`src/rtl/reg_file_pkg.sv`:
```
// Shared constants for the register file: default geometry and the hardwired zero index.
package reg_file_pkg;

  localparam int unsigned DEFAULT_DATA_W = 32;
  localparam int unsigned DEFAULT_ADDR_W = 5;
  localparam int unsigned NUM_REGS       = 2 ** DEFAULT_ADDR_W;
  localparam int unsigned ZERO_REG       = 0;

endpackage

```
`src/rtl/reg_file_read_port.sv`:
```
// One combinational read port: address mux, register-0 force to zero and, when
// REGFILE_BYPASS_EN is defined, same-cycle forwarding of the in-flight write.
module reg_file_read_port
  import reg_file_pkg::*;
#(
  parameter int unsigned DATA_W = DEFAULT_DATA_W,
  parameter int unsigned ADDR_W = DEFAULT_ADDR_W
) (
  input  logic [DATA_W-1:0] regs [2**ADDR_W],
  input  logic [ADDR_W-1:0] src_addr,
  output logic [DATA_W-1:0] src_data
`ifdef REGFILE_BYPASS_EN
  ,
  input  logic              rst_n,
  input  logic              write_enable,
  input  logic [ADDR_W-1:0] dest_addr,
  input  logic [DATA_W-1:0] dest_data
`endif
);

  localparam logic [ADDR_W-1:0] ZeroAddr = ADDR_W'(ZERO_REG);

  // Select the addressed register; register 0 always reads zero.
  always_comb begin
    src_data = '0;
    if (src_addr != ZeroAddr) begin
      src_data = regs[src_addr];
    end
`ifdef REGFILE_BYPASS_EN
    // Forward the pending write, never for x0 and never while held in reset.
    if (rst_n && write_enable && (dest_addr != ZeroAddr) && (dest_addr == src_addr)) begin
      src_data = dest_data;
    end
`endif
  end

endmodule

```
`src/rtl/reg_file.sv`:
```
// Two-read, one-write register file with x0 hardwired to zero.
// Optional macro REGFILE_BYPASS_EN enables same-cycle write-to-read forwarding.
module reg_file
  import reg_file_pkg::*;
#(
  parameter int unsigned DATA_W = DEFAULT_DATA_W,
  parameter int unsigned ADDR_W = DEFAULT_ADDR_W
) (
  input  logic              clk,
  input  logic              rst_n,
  input  logic [ADDR_W-1:0] dest_addr,
  input  logic [DATA_W-1:0] dest_data,
  input  logic              write_enable,
  input  logic [ADDR_W-1:0] src1_addr,
  input  logic [ADDR_W-1:0] src2_addr,
  output logic [DATA_W-1:0] src1_data,
  output logic [DATA_W-1:0] src2_data
);

  localparam int unsigned       NRegs    = 2 ** ADDR_W;
  localparam logic [ADDR_W-1:0] ZeroAddr = ADDR_W'(ZERO_REG);

  logic [DATA_W-1:0] regs_q [NRegs];

  // Storage: async clear, write on rising edge; writes to x0 are dropped.
  always_ff @(posedge clk or negedge rst_n) begin
    if (!rst_n) begin
      for (int i = 0; i < NRegs; i++) begin
        regs_q[i] <= '0;
      end
    end else if (write_enable && (dest_addr != ZeroAddr)) begin
      regs_q[dest_addr] <= dest_data;
    end
  end

  reg_file_read_port #(
    .DATA_W (DATA_W),
    .ADDR_W (ADDR_W)
  ) u_read_port1 (
    .regs         (regs_q),
    .src_addr     (src1_addr),
    .src_data     (src1_data)
`ifdef REGFILE_BYPASS_EN
    ,
    .rst_n        (rst_n),
    .write_enable (write_enable),
    .dest_addr    (dest_addr),
    .dest_data    (dest_data)
`endif
  );

  reg_file_read_port #(
    .DATA_W (DATA_W),
    .ADDR_W (ADDR_W)
  ) u_read_port2 (
    .regs         (regs_q),
    .src_addr     (src2_addr),
    .src_data     (src2_data)
`ifdef REGFILE_BYPASS_EN
    ,
    .rst_n        (rst_n),
    .write_enable (write_enable),
    .dest_addr    (dest_addr),
    .dest_data    (dest_data)
`endif
  );

endmodule

```
`config.mk`:
```
export PLATFORM = sky130hd
export DESIGN_NAME = reg_file
export DESIGN_NICKNAME = d
export VERILOG_FILES = /design/src/rtl/reg_file_pkg.sv /design/src/rtl/reg_file_read_port.sv /design/src/rtl/reg_file.sv
export SDC_FILE = /design/constraint.sdc
export NUM_CORES = 2
export LEC_CHECK = 0
export CORE_MARGIN = 5
export CORE_UTILIZATION = 65
export DETAILED_ROUTE_END_ITERATION = 10
export GPL_ROUTABILITY_DRIVEN = 0
export PLACE_DENSITY = 0.83
export SLEW_MARGIN = 40
export SYNTH_ARGS = -nofsm -noshare
export SYNTH_HDL_FRONTEND = slang
export SYNTH_SLANG_ARGS = --single-unit
```
`constraint.sdc`:
```
create_clock -name clk -period 5.3 [get_ports clk]
set_clock_uncertainty 0.15 [all_clocks]
set_input_delay 0.795 -clock clk [delete_from_list [all_inputs] [get_ports clk]]
set_output_delay 0.795 -clock clk [all_outputs]
set_load 0.05 [all_outputs]
```
==> results.md <==
* Status: completed
* Mapped cell area at 54,400 sq um
* Netlist cell types at 37
* Leakage at 26.3 nW
* Critical path class: in -> out
* Proportion of layout cells with a drive suffix above 1 at 0.532
* Met3 GRT Util at 0.118
* Nets at 3,564
* Worst skew pair latency at 670 ps
* Post-CTS Hold Buffers at 1
* ANT nets after route at 0
* Register area at 25,600 sq um
* WP data arrival at 3620 ps
* Pwr per Cell Area at 388 nW/um^2
* Vias in the first global route at 38,900
* Final std cells w/o fill at 4,696
* Post-CTS Setup Inserts at 0
* # clock sinks at 1,024
* Top flop regs: regs_q (1024)
* CTS tree: built
* Synth warn at 0
* Area delta synth->final at 11.8%
* Peak fanout along the critical path at 36
* Final hold vios at 0
* Fmax at 219 MHz
* Post-place instance area at 57,000 sq um
* Initial antenna violation count at 9
* DR vias/cell at 7.80
* Final period util at 0.861
* Period minus WS final at 4560 ps
* Worst reg2reg path depth at 1
* I/O pin cnt at 114
* Die Wd at 299 um
* Largest register FFs at 1,024
* Post-Layout Inst Area at 60,800 sq um
* Buffers on Ports at 113
* Worst hold slack at 250 ps
* Avg Synthesized Cell Area at 15.2 sq um
* PostCTS Resize Cnt at 0
* Largest net degree at the start of global routing at 144
* Unrepaired setup endpoints after global routing: false
* Maxcap violations at 0
* Number of buffers created by CTS at 108
* Post-Place Worst Slack at 805 ps
* Largest register by flop count: regs_q
* Initial DRC Count at 4,849
* Rows at 106
* Root buf cell: clkbuf_16
* Post-synthesis sequential area ratio at 0.471
* Core area at 83,300 sq um
* Placed Cells at 4,479
* Setup tns final at 0 ps
* Worst Path Required at 4360 ps
* H-tree depth at 3
* GR Util met2 at 0.567
* Fillers at 4,933
* DP Wirelength at 100,000 um
* Clock transition at path regs at 60 ps
* Final Power at 23.6 mW
* First-pass GRT wire length at 254,000 um
* Yosys reg bits at 1,024
* CP startpoint kind: input port
* VDD IR max at 337 uV
* Initial core utilization at 0.653
* Die ar. at 89,500 sq um
* Measured slew at the worst slew-check pin at 919 ps
* Final Slew Violations at 0
* Multi-input gate area at 26,900 sq um
* Most Crowded Layer GR: met2
* Layout Utilization at 0.729
* Worst hold path class: reg -> reg
* GRT Overall Usage at 0.378
* Worst relative slew slack at 0.387
* Residual DRC at 0
* Met1 Use GR at 0.485
* Post-Synthesis Cells at 3,587
* Total gr overflow at 0
* WL final at 168,000 um
* Crit end category: primary output
* CTS Buffer Depth at 3
* Syn Nets at 3,637
* Hold depth at 0
* Pre-antenna DRT Iters at 6
* Vert. Die Dim at 299 um
* Final WS setup at 738 ps
* Endpoints failing setup at 0
* Via count at 36,600
* Routed len/inst at 35.9 um
==> layer usage <==
metal	part of all wire	vias to the layer above	routed length, um
li1	-	13800	-
met1	0.35	19200	58100
met2	0.46	2832	77300
met3	0.12	799	20300
met4	0.075	2	12700
met5	0.000077	-	13
==> layout make-up <==
cell class                      instances  share of cell area
Multi-Input combinational cell       2132               0.443
Sequential cell                      1024               0.422
Clock buffer                          158              0.0516
Timing Repair Buffer                  246              0.0514
Tap cell                             1080              0.0222
Clock inverter                         46             0.00902
Antenna cell                            8            0.000329
Inverter                                2            0.000185
==> power by group <==
group	switching, mW	total (mW)	internal [mW]
Combinational	2.20	5.16	2.96
Clock	3.25	7.88	4.63
Sequential	1.22	10.5	9.31
==> synthesized netlist by cell type (all sizes together) <==
library cell / number / share of area
nand3: 4 / 0.00037
or3: 1 / 0.00012
mux4: 448 / 0.19
buf: 198 / 0.022
mux2i: 192 / 0.035
nor3: 3 / 0.00028
dfrtp: 1024 / 0.47
o2111ai: 15 / 0.0024
or4: 1 / 0.00014
or2: 1 / 0.00012
a311oi: 32 / 0.0052
a31oi: 32 / 0.0037
o21ai: 81 / 0.0075
nand4b: 1 / 0.00016
nand4: 1 / 0.00012
clkbuf: 231 / 0.016
mux2: 1024 / 0.21
a211oi: 32 / 0.0044
nor2: 21 / 0.0014
nand2b: 4 / 0.00046
and3: 1 / 0.00012
inv: 2 / 0.00014
nand2: 45 / 0.0031
and2b: 2 / 0.00028
a221o: 32 / 0.0059
nor2b: 43 / 0.0049
a22oi: 64 / 0.0088
a221oi: 49 / 0.0079
and2: 2 / 0.00023
and3b: 1 / 0.00016
==> path summary, 6_finish.rpt <==
check	from	end	slack, ps
max	src1_addr[0]	src1_data[22]	740
min	regs_q[1020]	regs_q[1020]	250
max reg2reg	regs_q[113]	regs_q[113]	4310
min reg2reg	regs_q[1020]	regs_q[1020]	250
max in group asynchronous	rst_n	regs_q[776]	2970
min in group asynchronous	rst_n	regs_q[566]	450
==> logic make-up after synthesis <==
kind of cell,after synthesis,synth area share
buf+inv,431,0.0378
mux,1664,0.433
compound gates,337,0.0458
flops,1024,0.471
simple gates,131,0.0120
==> worst max-delay path, stage by stage <==
cell and delay (ps):
buf_6 500, clkinv_2 590, buf_4 460, mux2_2 280
o21ai_0 80, a311oi_1 650, buf_12 220
==> placed cells by master, fill, tap and decap left out, types with 5 or more instances in the layout <==
cell | netlist | routed
clkdlybuf4s50_1 | 0 | 6
nand2_2 | 0 | 10
mux2_1 | 18 | 18
bufinv_16 | 0 | 11
a211oi_1 | 32 | 32
diode_2 | 0 | 8
a22oi_1 | 64 | 64
o21ai_1 | 21 | 21
a311oi_1 | 32 | 31
buf_16 | 0 | 5
mux2i_1 | 192 | 192
buf_4 | 42 | 95
clkbuf_1 | 231 | 29
nand2_1 | 45 | 32
buf_2 | 131 | 36
buf_8 | 5 | 6
clkinv_2 | 0 | 28
mux4_2 | 448 | 448
a221oi_1 | 49 | 49
clkbuf_16 | 0 | 111
dfrtp_1 | 1024 | 1024
nor2b_1 | 43 | 36
buf_12 | 1 | 96
nor2_4 | 0 | 15
o2111ai_1 | 15 | 15
nor2b_4 | 0 | 7
nor2_1 | 21 | 5
a221o_1 | 32 | 32
mux2_2 | 1006 | 1006
o21ai_0 | 60 | 60
clkbuf_8 | 0 | 18
a31oi_1 | 32 | 31
(Power assumes the default switching activity.)
